## src/rtl/inpass4_sync_filter_pkg.sv

```systemverilog
// -----------------------------------------------------------------------------
// inpass4_sync_filter_pkg
// Shared definitions for the 4-bit input pass BEL (pad -> fabric).
//   - mode_e      : per-channel capture mode held in two config bits
//   - NUM_CH      : number of pad channels
//   - MODE_W      : config bits per channel
// -----------------------------------------------------------------------------
package inpass4_sync_filter_pkg;

    localparam int unsigned NUM_CH = 4;
    localparam int unsigned MODE_W = 2;

    typedef enum logic [MODE_W-1:0] {
        MODE_BYPASS = 2'b00,  // O follows the pad combinationally
        MODE_REG    = 2'b01,  // single capture flop
        MODE_SYNC   = 2'b10,  // 2-flop synchroniser
        MODE_FILT   = 2'b11   // synchroniser + debounce filter
    } mode_e;

endpackage

```

## src/rtl/inpass4_sync_filter_channel.sv

```systemverilog
// -----------------------------------------------------------------------------
// cus_mux21
// Standard 2:1 config mux cell.
//   A0 : selected when S = 0
//   A1 : selected when S = 1
//   S  : select
//   X  : output
// -----------------------------------------------------------------------------
module cus_mux21 (
    input  logic A0,
    input  logic A1,
    input  logic S,
    output logic X
);

    assign X = S ? A1 : A0;

endmodule

// -----------------------------------------------------------------------------
// inpass_sync_channel
// One pad input channel: capture flop, synchroniser flop, debounce filter and
// a mode-selected output built from three cus_mux21 cells.
//   i_clk   : user clock
//   i_rst_n : asynchronous active-low reset
//   i_d     : pad-side input (asynchronous to i_clk)
//   i_mode  : capture mode (see mode_e)
//   o_q     : fabric-side output
// -----------------------------------------------------------------------------
module inpass_sync_channel
    import inpass4_sync_filter_pkg::*;
#(
    parameter int unsigned DEBOUNCE_CYCLES = 4,
    parameter int unsigned CNT_W           = 3
) (
    input  logic              i_clk,
    input  logic              i_rst_n,
    input  logic              i_d,
    input  logic [MODE_W-1:0] i_mode,
    output logic              o_q
);

    localparam logic [CNT_W-1:0] CNT_MAX = CNT_W'(DEBOUNCE_CYCLES - 1);

    logic             r_1;
    logic             r_2;
    logic [CNT_W-1:0] r_cnt;
    logic             r_f;
    logic             w_lo;
    logic             w_hi;

    // All state runs in every mode so a mode switch needs no warm-up.
    always_ff @(posedge i_clk or negedge i_rst_n) begin
        if (!i_rst_n) begin
            r_1   <= 1'b0;
            r_2   <= 1'b0;
            r_cnt <= '0;
            r_f   <= 1'b0;
        end else begin
            r_1 <= i_d;
            r_2 <= r_1;
            // Filter accepts r_2 only after DEBOUNCE_CYCLES consecutive
            // disagreeing samples; any agreement restarts the count.
            if (r_2 == r_f) begin
                r_cnt <= '0;
            end else if (r_cnt == CNT_MAX) begin
                r_f   <= r_2;
                r_cnt <= '0;
            end else begin
                r_cnt <= r_cnt + 1'b1;
            end
        end
    end

    // mode[0] picks within each pair, mode[1] picks the pair.
    cus_mux21 u_mux_lo (.A0(i_d), .A1(r_1), .S(i_mode[0]), .X(w_lo));
    cus_mux21 u_mux_hi (.A0(r_2), .A1(r_f), .S(i_mode[0]), .X(w_hi));
    cus_mux21 u_mux_o  (.A0(w_lo), .A1(w_hi), .S(i_mode[1]), .X(o_q));

endmodule

```

## src/rtl/inpass4_sync_filter.sv

```systemverilog
// -----------------------------------------------------------------------------
// inpass4_sync_filter
// Input-direction pass BEL for the RAM_IO tile: four pad inputs enter the
// fabric, each with its own capture mode.
//   UserCLK    : user clock
//   RESETn     : asynchronous active-low reset
//   I[3:0]     : pad-side inputs, asynchronous to UserCLK
//   O[3:0]     : fabric-side outputs to the switch matrix
//   ConfigBits : ConfigBits[2k+1:2k] is the mode of channel k
//                (I0_mode=0..1, I1_mode=2..3, I2_mode=4..5, I3_mode=6..7)
// -----------------------------------------------------------------------------
module inpass4_sync_filter
    import inpass4_sync_filter_pkg::*;
#(
    parameter int unsigned NoConfigBits    = 8,
    parameter int unsigned DEBOUNCE_CYCLES = 4,
    parameter int unsigned CNT_W           = 3
) (
    input  logic                    UserCLK,
    input  logic                    RESETn,
    input  logic [NUM_CH-1:0]       I,
    output logic [NUM_CH-1:0]       O,
    input  logic [NoConfigBits-1:0] ConfigBits
);

    for (genvar k = 0; k < NUM_CH; k++) begin : g_ch
        inpass_sync_channel #(
            .DEBOUNCE_CYCLES (DEBOUNCE_CYCLES),
            .CNT_W           (CNT_W)
        ) u_ch (
            .i_clk   (UserCLK),
            .i_rst_n (RESETn),
            .i_d     (I[k]),
            .i_mode  (ConfigBits[MODE_W*k +: MODE_W]),
            .o_q     (O[k])
        );
    end

endmodule
```

## config.mk

```make
export PLATFORM = sky130hd
export DESIGN_NAME = inpass4_sync_filter
export DESIGN_NICKNAME = d
export VERILOG_FILES = /design/src/rtl/inpass4_sync_filter_pkg.sv /design/src/rtl/inpass4_sync_filter_channel.sv /design/src/rtl/inpass4_sync_filter.sv
export SDC_FILE = /design/constraint.sdc
export NUM_CORES = 1
export LEC_CHECK = 0
export ABC_CLOCK_PERIOD_IN_PS = 1500
export CAP_MARGIN = 20
export CORE_ASPECT_RATIO = 0.9
export CORE_MARGIN = 1.5
export CORE_UTILIZATION = 47
export CTS_BUF_LIST = sky130_fd_sc_hd__clkbuf_4
export DETAILED_ROUTE_END_ITERATION = 10
export PLACE_DENSITY = 0.76
export SLEW_MARGIN = 20
export SYNTH_ARGS = -nofsm -noshare
export SYNTH_HDL_FRONTEND = slang
export SYNTH_SLANG_ARGS = --single-unit
```

## constraint.sdc

```tcl
create_clock -name UserCLK -period 1.5 [get_ports UserCLK]
set_input_delay 0.45 -clock UserCLK [delete_from_list [all_inputs] [get_ports UserCLK]]
set_output_delay 0.45 -clock UserCLK [all_outputs]
set_load 0.02 [all_outputs]
```

==> parameters.txt, run 1 <==
Parameter                              Value

Synth
  Nets in the synthesized netlist ... 78
  Number of cells produced by synthesis ... 60
  Largest area contributor in the synthesized netlist ... dfrtp_1
  Avg Synthesized Cell Area ... between 15 and 20 µm²
  Number of unique standard cell types used by synthesis ... 10
  Share of the synthesized area in the top cell type ... 61.1%
  Total of flip-flops plus latches after synthesis ... 24
  Post-synthesis sequential area ratio ... 61.1%
  Total standard cell area after synthesis ... 983 µm²
  Cell types occupying the most area after synthesis ... dfrtp_1 (61%), mux4_2 (9.2%), nor2b_4 (5.6%)
  YS warnings ... 0

Die
  Die footprint ... 2380 µm²
  Core footprint ... 1950 µm²
  X dimension of the die ... 51.2 µm
  Total number of placement rows ... 15
  Vertical die dimension ... 46.4 µm
  Starting utilization of the core area ... 50.4%
  Ports placed on the boundary ... 18

Drt
  Antenna viol nets, final ... 0
  Detailed-routed wire length on met3 ... roughly 72 µm
  Detailed-router iteration count before antenna repair ... 3
  Met1 routed wirelength after detailed routing ... ~660 µm
  Total met2 wirelength after detailed routing ... between 700 and 800 µm
  Total DRC errors in the routed layout ... 0
  Overall routed net length ... approximately 1500 µm
  Number of violations reported at the end of detailed-routing iteration 0 ... 6
  Average vias per placed instance ... approximately 5.0
  Highest routed layer ... met4
  Post-detailed-route wirelength per cell ... 13.2 µm
  Via count ... 570

Power and ir drop
  Maximum VDD drop ... 0.852 mV
  Power density normalized to cell area ... about 1400 nW/µm²
  Total power ... roughly 0.0017 W
  Static Leak ... 0.590 nW

Global route
  Initial antenna violation count ... 0
  Number of global-route vias before repair ... around 660
  First-pass GRT wire length ... 2730 µm
  Overall routing resource usage ... 16.2%
  Remaining global-route overflow ... 0
  Pin count of the biggest net entering global routing ... 25

Layout
  Final design instance area without fill ... around 1300 µm²
  Number of inserted diodes ... 0
  Relative area change from synthesis to final layout ... 28.6%
  Net count, final ... 109
  Filler cells ... 156
  Share of post-route cells with drive strength above 1 ... 36.0%

STA
  Number of pins with negative max-slew slack in the final report ... 0
  Clk_skew ... 0.00738 ns
  Worst relative slew slack ... about four fifths
  Smallest setup slack after layout ... -0.285 ns
  Total count of hold-check failures in the final report ... 0
  Slew at the pin closest to its max-slew limit ... 0.301 ns
  Setup repair after global routing missed its margin ... true
  Final cycle utilization of the critical path ... 119%
  Final setup violation count ... 4
  Min cycle time layout ... 1.79 ns
  Max Fclk ... 560 MHz

Outcome
  Failing checks ... negative setup slack
  Result of the run ... finished, violations left

Place
  Placer's final routability congestion estimate ... 0.643
  Quantity of I/O buffers inserted on ports ... 17
  Hpwl dp ... 1150 µm
  Instance area after placement ... 1240 µm²

Clocking
  Buffer type at the clock tree root ... clkbuf_4
  CTS HTree Levels ... 1
  CTS buffer count ... 3
  Clock tree buffer depth ... 2
  TritonCTS clock tree ... done
  Post-CTS Hold Fix Bufs ... 0
  Clock latency at the later pin of the worst-skew pair ... 0.30 ns
  TritonCTS Sinks ... 24
  Clock transition at the registers of the reported paths ... 0.12 ns

Setup path
  Kind of cell with the highest combined delay on the critical path ... multiplexers
  Critical Path Fanout Max ... 2
  Cell chain of the critical path ... mux4_2 -> buf_6
  Critical path endpoint category ... primary output
  Type of the worst setup path ... flip-flop to primary output
  Slowest cell on the critical path ... mux4_2
  Data arrival at the endpoint of the critical path ... 1.34 ns
  Worst Setup SP ... g_ch[2].u_ch.r_2
  Worst R2R Start ... g_ch[2].u_ch.r_cnt[0]
  WP buf/inv ... 1
  Startpoint types ... flip-flop
  Crit-path max cell delay ... 0.48 ns
  WP data required ... 1.05 ns

Run
  Maximum Capacitance Violations ... 0

Hold path
  Path type of the worst min-delay path ... flip-flop to flip-flop
  Hold path startpoint ... g_ch[2].u_ch.r_1
[cell type report]
cell class                 count  area, µm²  share of cell area (%)
tap                           25       31.3                    2.47
multi-input combinational     32        353                    27.9
timing repair buffer          30        258                    20.4
clock buffer                   3       22.5                    1.78
sequential                    24        601                    47.5
[power by group]
part / switching [W] / total (W) / internal [W]
registers: 0.0000711 / 0.000869 / 0.000798
clock network: 0.000172 / 0.000266 / 0.0000936
logic: 0.000238 / 0.000603 / 0.000365
total: 0.000482 / 0.00174 / 0.00126
[per-layer routing]
layer  global-route usage, %  up-vias
li1                        -      270
met1                    18.8      287
met2                    28.6       11
met3                    6.17        2
met4                    4.74        0
met5                       0        -
[what timing repair did]
item	4_1_cts	5_1_grt
pin swaps	0	0
resized for setup	36	0
endpoints found under the setup margin	4	4
setup buffers	1	0
[state kept, by name (all words and copies together), names as in the netlist]
signal and cells:
g_ch.u_ch.r_cnt 12, g_ch.u_ch.r_2 4, g_ch.u_ch.r_1 4, g_ch.u_ch.r_f 4
[Yosys cell counts]
library cell / instances
dfrtp_1: 24
nor2b_1: 2
xnor2_1: 4
nor3_1: 4
ha_1: 4
buf_4: 4
nor2b_4: 4
mux4_2: 4
nor3b_1: 6
mux2_2: 4
[cell families after synthesis]
group / after synthesis / synth area share, %
XOR/XNOR: 4 / 3.56
multiplexers: 8 / 13.7
buffers and inverters: 4 / 3.05
flip-flops: 24 / 61.1
AND/OR/NAND/NOR: 16 / 13.5
adder cells (fa/ha/maj): 4 / 5.09
[stage by stage]
| stage | hold WS, ns | cells | setup TNS, ns | util (%) | setup WS (ns) |
|---|---|---|---|---|---|
| 6_report | 0.383 | 114 | -1.09 | 64.8 | -0.285 |
| 5_1_grt | 0.367 | 114 | -1.31 | 64.8 | -0.332 |
| 4_1_cts | 0.377 | 114 | -1.16 | 64.8 | -0.296 |
| 3_3_place_gp | 0.359 | 110 | -3.65 | 63.8 | -0.917 |
| 3_5_place_dp | 0.356 | 110 | -3.73 | 63.8 | -0.948 |
| 2_1_floorplan | 0.154 | 60 | -0.0800 | - | -0.0200 |
[worst paths after layout]
check                                   endpoint  slack, ns  depth (start not counted)
min reg2reg                     g_ch[2].u_ch.r_2       0.38                          0
max reg2reg                     g_ch[2].u_ch.r_f       0.34                          3
min in group asynchronous  g_ch[2].u_ch.r_cnt[2]       0.48                          2
max in group asynchronous       g_ch[3].u_ch.r_1       0.78                          2
min                             g_ch[2].u_ch.r_2       0.38                          0
max                                         O[2]      -0.29                          2
[layout by cell type, fill, tap and decap left out]
cell and instances:
xnor2_1 4, nor3_1 4, nor2b_4 4, dfrtp_1 24
dlygate4sd2_1 12, nor2b_1 2, buf_4 13, clkdlybuf4s50_1 1
nor3b_1 6, mux4_2 4, mux2_2 4, buf_6 4
clkbuf_4 3, ha_1 4
Note: power is estimated with default switching activity, not from simulation.
==> run 2, diff against run 1 <==
Settings changed: RECOVER_POWER set to 50.
==> run 2 against run 1 <==
The run still ends with negative setup slack left. Register-to-register slack about the same. Sequential share of layout area increased by 0.094 points. First-iteration DRC count decreased by 17%. Wire length decreased by 0.86%. Critical path depth unchanged. Worst setup slack about the same. Worst hold slack about the same. Via count decreased by 0.35%. Largest power group unchanged.
==> parameters.txt, run 2 (synthesized netlist as in run 1, its figures left out) <==
Parameter                              Value

Place
  Placer's final routability congestion estimate ... roughly 0.64
  Hpwl dp ... 1150 µm
  Instance area after placement ... 1240 µm²
  Pre-CTS worst setup slack ... -0.948 ns
  Quantity of I/O buffers inserted on ports ... 17

Clocking
  Buffer type at the clock tree root ... clkbuf_4
  Post-CTS Hold Fix Bufs ... 0
  Clock tree buffer depth ... 2
  TritonCTS Sinks ... 24
  Clock latency at the later pin of the worst-skew pair ... about 0.30 ns
  CTS buffer count ... 3
  TritonCTS clock tree ... done
  CTS HTree Levels ... 1
  Clock transition at the registers of the reported paths ... between 0.1 and 0.15 ns

Drt
  Via count ... 568
  Detailed-router iteration count before antenna repair ... 3
  Number of violations reported at the end of detailed-routing iteration 0 ... 5
  Total DRC errors in the routed layout ... 0
  Post-detailed-route wirelength per cell ... about 13 µm
  Average vias per placed instance ... 4.98
  Antenna viol nets, final ... 0
  Overall routed net length ... 1490 µm

STA
  Worst relative slew slack ... 61.5%
  Final cycle utilization of the critical path ... 119%
  Max Fclk ... 560 MHz
  Smallest setup slack after layout ... -0.285 ns
  TNS Setup ... -1.09 ns
  Slew at the pin closest to its max-slew limit ... about 0.58 ns
  Setup repair after global routing missed its margin ... true
  Number of pins with negative max-slew slack in the final report ... 0
  Final setup violation count ... 4
  Total count of hold-check failures in the final report ... 0
  Clk_skew ... ~0.0074 ns
  Min cycle time layout ... between 1.5 and 2 ns
  Hold_ws ... 0.383 ns

Layout
  Register name with the most flops ... g_ch.u_ch.r_cnt
  Relative area change from synthesis to final layout ... 28.4%
  Net count, final ... 109
  Most common library cell in the layout ignoring fill and taps ... dfrtp_1
  Number of flip-flops in the largest register ... 12
  Final core utilization ... between 60% and 70%
  Number of inserted diodes ... 0
  Final design instance area without fill ... 1260 µm²
  Share of post-route cells with drive strength above 1 ... 36.0%
  Top library cells by usage in the layout, fill and taps aside ... dfrtp_1 (24), dlygate4sd2_1 (12), buf_4 (9)

Setup path
  WP buf/inv ... 1
  Kind of cell with the highest combined delay on the critical path ... multiplexers
  Slowest cell on the critical path ... mux4_2
  Type of the worst setup path ... flip-flop to primary output
  Crit-path max cell delay ... 0.48 ns
  Critical Path Fanout Max ... 2
  Data arrival at the endpoint of the critical path ... 1.34 ns
  Critical path endpoint category ... primary output
  Startpoint types ... flip-flop
  WP data required ... between 1 and 1.5 ns
  Cell chain of the critical path ... mux4_2 -> buf_6
  Worst Setup SP ... g_ch[2].u_ch.r_2
  Worst R2R Start ... g_ch[2].u_ch.r_cnt[0]

Global route
  Number of global-route vias before repair ... roughly 660
  Remaining global-route overflow ... 0
  Overall routing resource usage ... 16.2%
  Initial antenna violation count ... 0
  First-pass GRT wire length ... 2730 µm
  Global routing met3 resource utilization ... 6.17%
  Met1 Resource Use GR ... 18.8%
  Grt peak-use layer ... met2
  Global-route met2 utilization ... 28.6%
  Pin count of the biggest net entering global routing ... 25

Die
  Die footprint ... 2380 µm²
  Vertical die dimension ... 46.4 µm
  Starting utilization of the core area ... between 50% and 60%
  Core footprint ... 1950 µm²
  Ports placed on the boundary ... 18
  Total number of placement rows ... 15
  X dimension of the die ... 51.2 µm

Outcome
  Failing checks ... negative setup slack
  Result of the run ... finished, violations left

Run
  Maximum Capacitance Violations ... 0

Power and ir drop
  Static Leak ... 0.589 nW
  Power density normalized to cell area ... 1370 nW/µm²
  Maximum VDD drop ... 0.852 mV

Hold path
  Hold path startpoint ... g_ch[2].u_ch.r_1
  Path type of the worst min-delay path ... flip-flop to flip-flop
[run 2: what timing repair did]
| item | 4_1_cts | 5_1_grt |
|---|---|---|
| gates cloned | 0 | 0 |
| endpoints found under the setup margin | 4 | 4 |
| gates resized for setup | 36 | 0 |
| setup buffers | 1 | 0 |
[run 2: final cells by class]
type / count / area [µm²]
clock buffer: 3 / 22.5
multi-input combinational: 32 / 353
sequential: 24 / 601
tap: 25 / 31.3
fill: 157 / 689
timing repair buffer: 30 / 255
[run 2: metal layers]
layer	routed length [µm]	vias up
met2	764	11
li1	-	270
met3	72	2
met1	645	285
met4	12	0
met5	0	-
[run 2: path summary, 6_finish.rpt]
path	cells past startpoint	slack, ns	endpoint
max in group asynchronous	2	0.47	g_ch[3].u_ch.r_1
min	0	0.38	g_ch[2].u_ch.r_2
min in group asynchronous	2	0.65	g_ch[2].u_ch.r_cnt[2]
max reg2reg	3	0.34	g_ch[2].u_ch.r_f
max	2	-0.29	O[2]
min reg2reg	0	0.38	g_ch[2].u_ch.r_2
[run 2: worst reg2reg max path, cell delays in order, from the launching register on]
cell and delay [ns]:
dfrtp_1 0.38, ha_1 0.18, nor2b_4 0.16, mux2_2 0.34
[run 2: power by group]
group	internal, W	switching (W)
Clock	0.0000936	0.000172
Combinational	0.000363	0.000238
Sequential	0.000798	0.0000712
Total	0.00125	0.000481
[run 2: metrics by stage]
step	total power, W	std cells
after CTS	0.00177	114
final	0.00174	114
after global placement	0.00146	110
after detailed placement	0.00150	110
after global routing	0.00187	114
after floorplan	0.00128	60
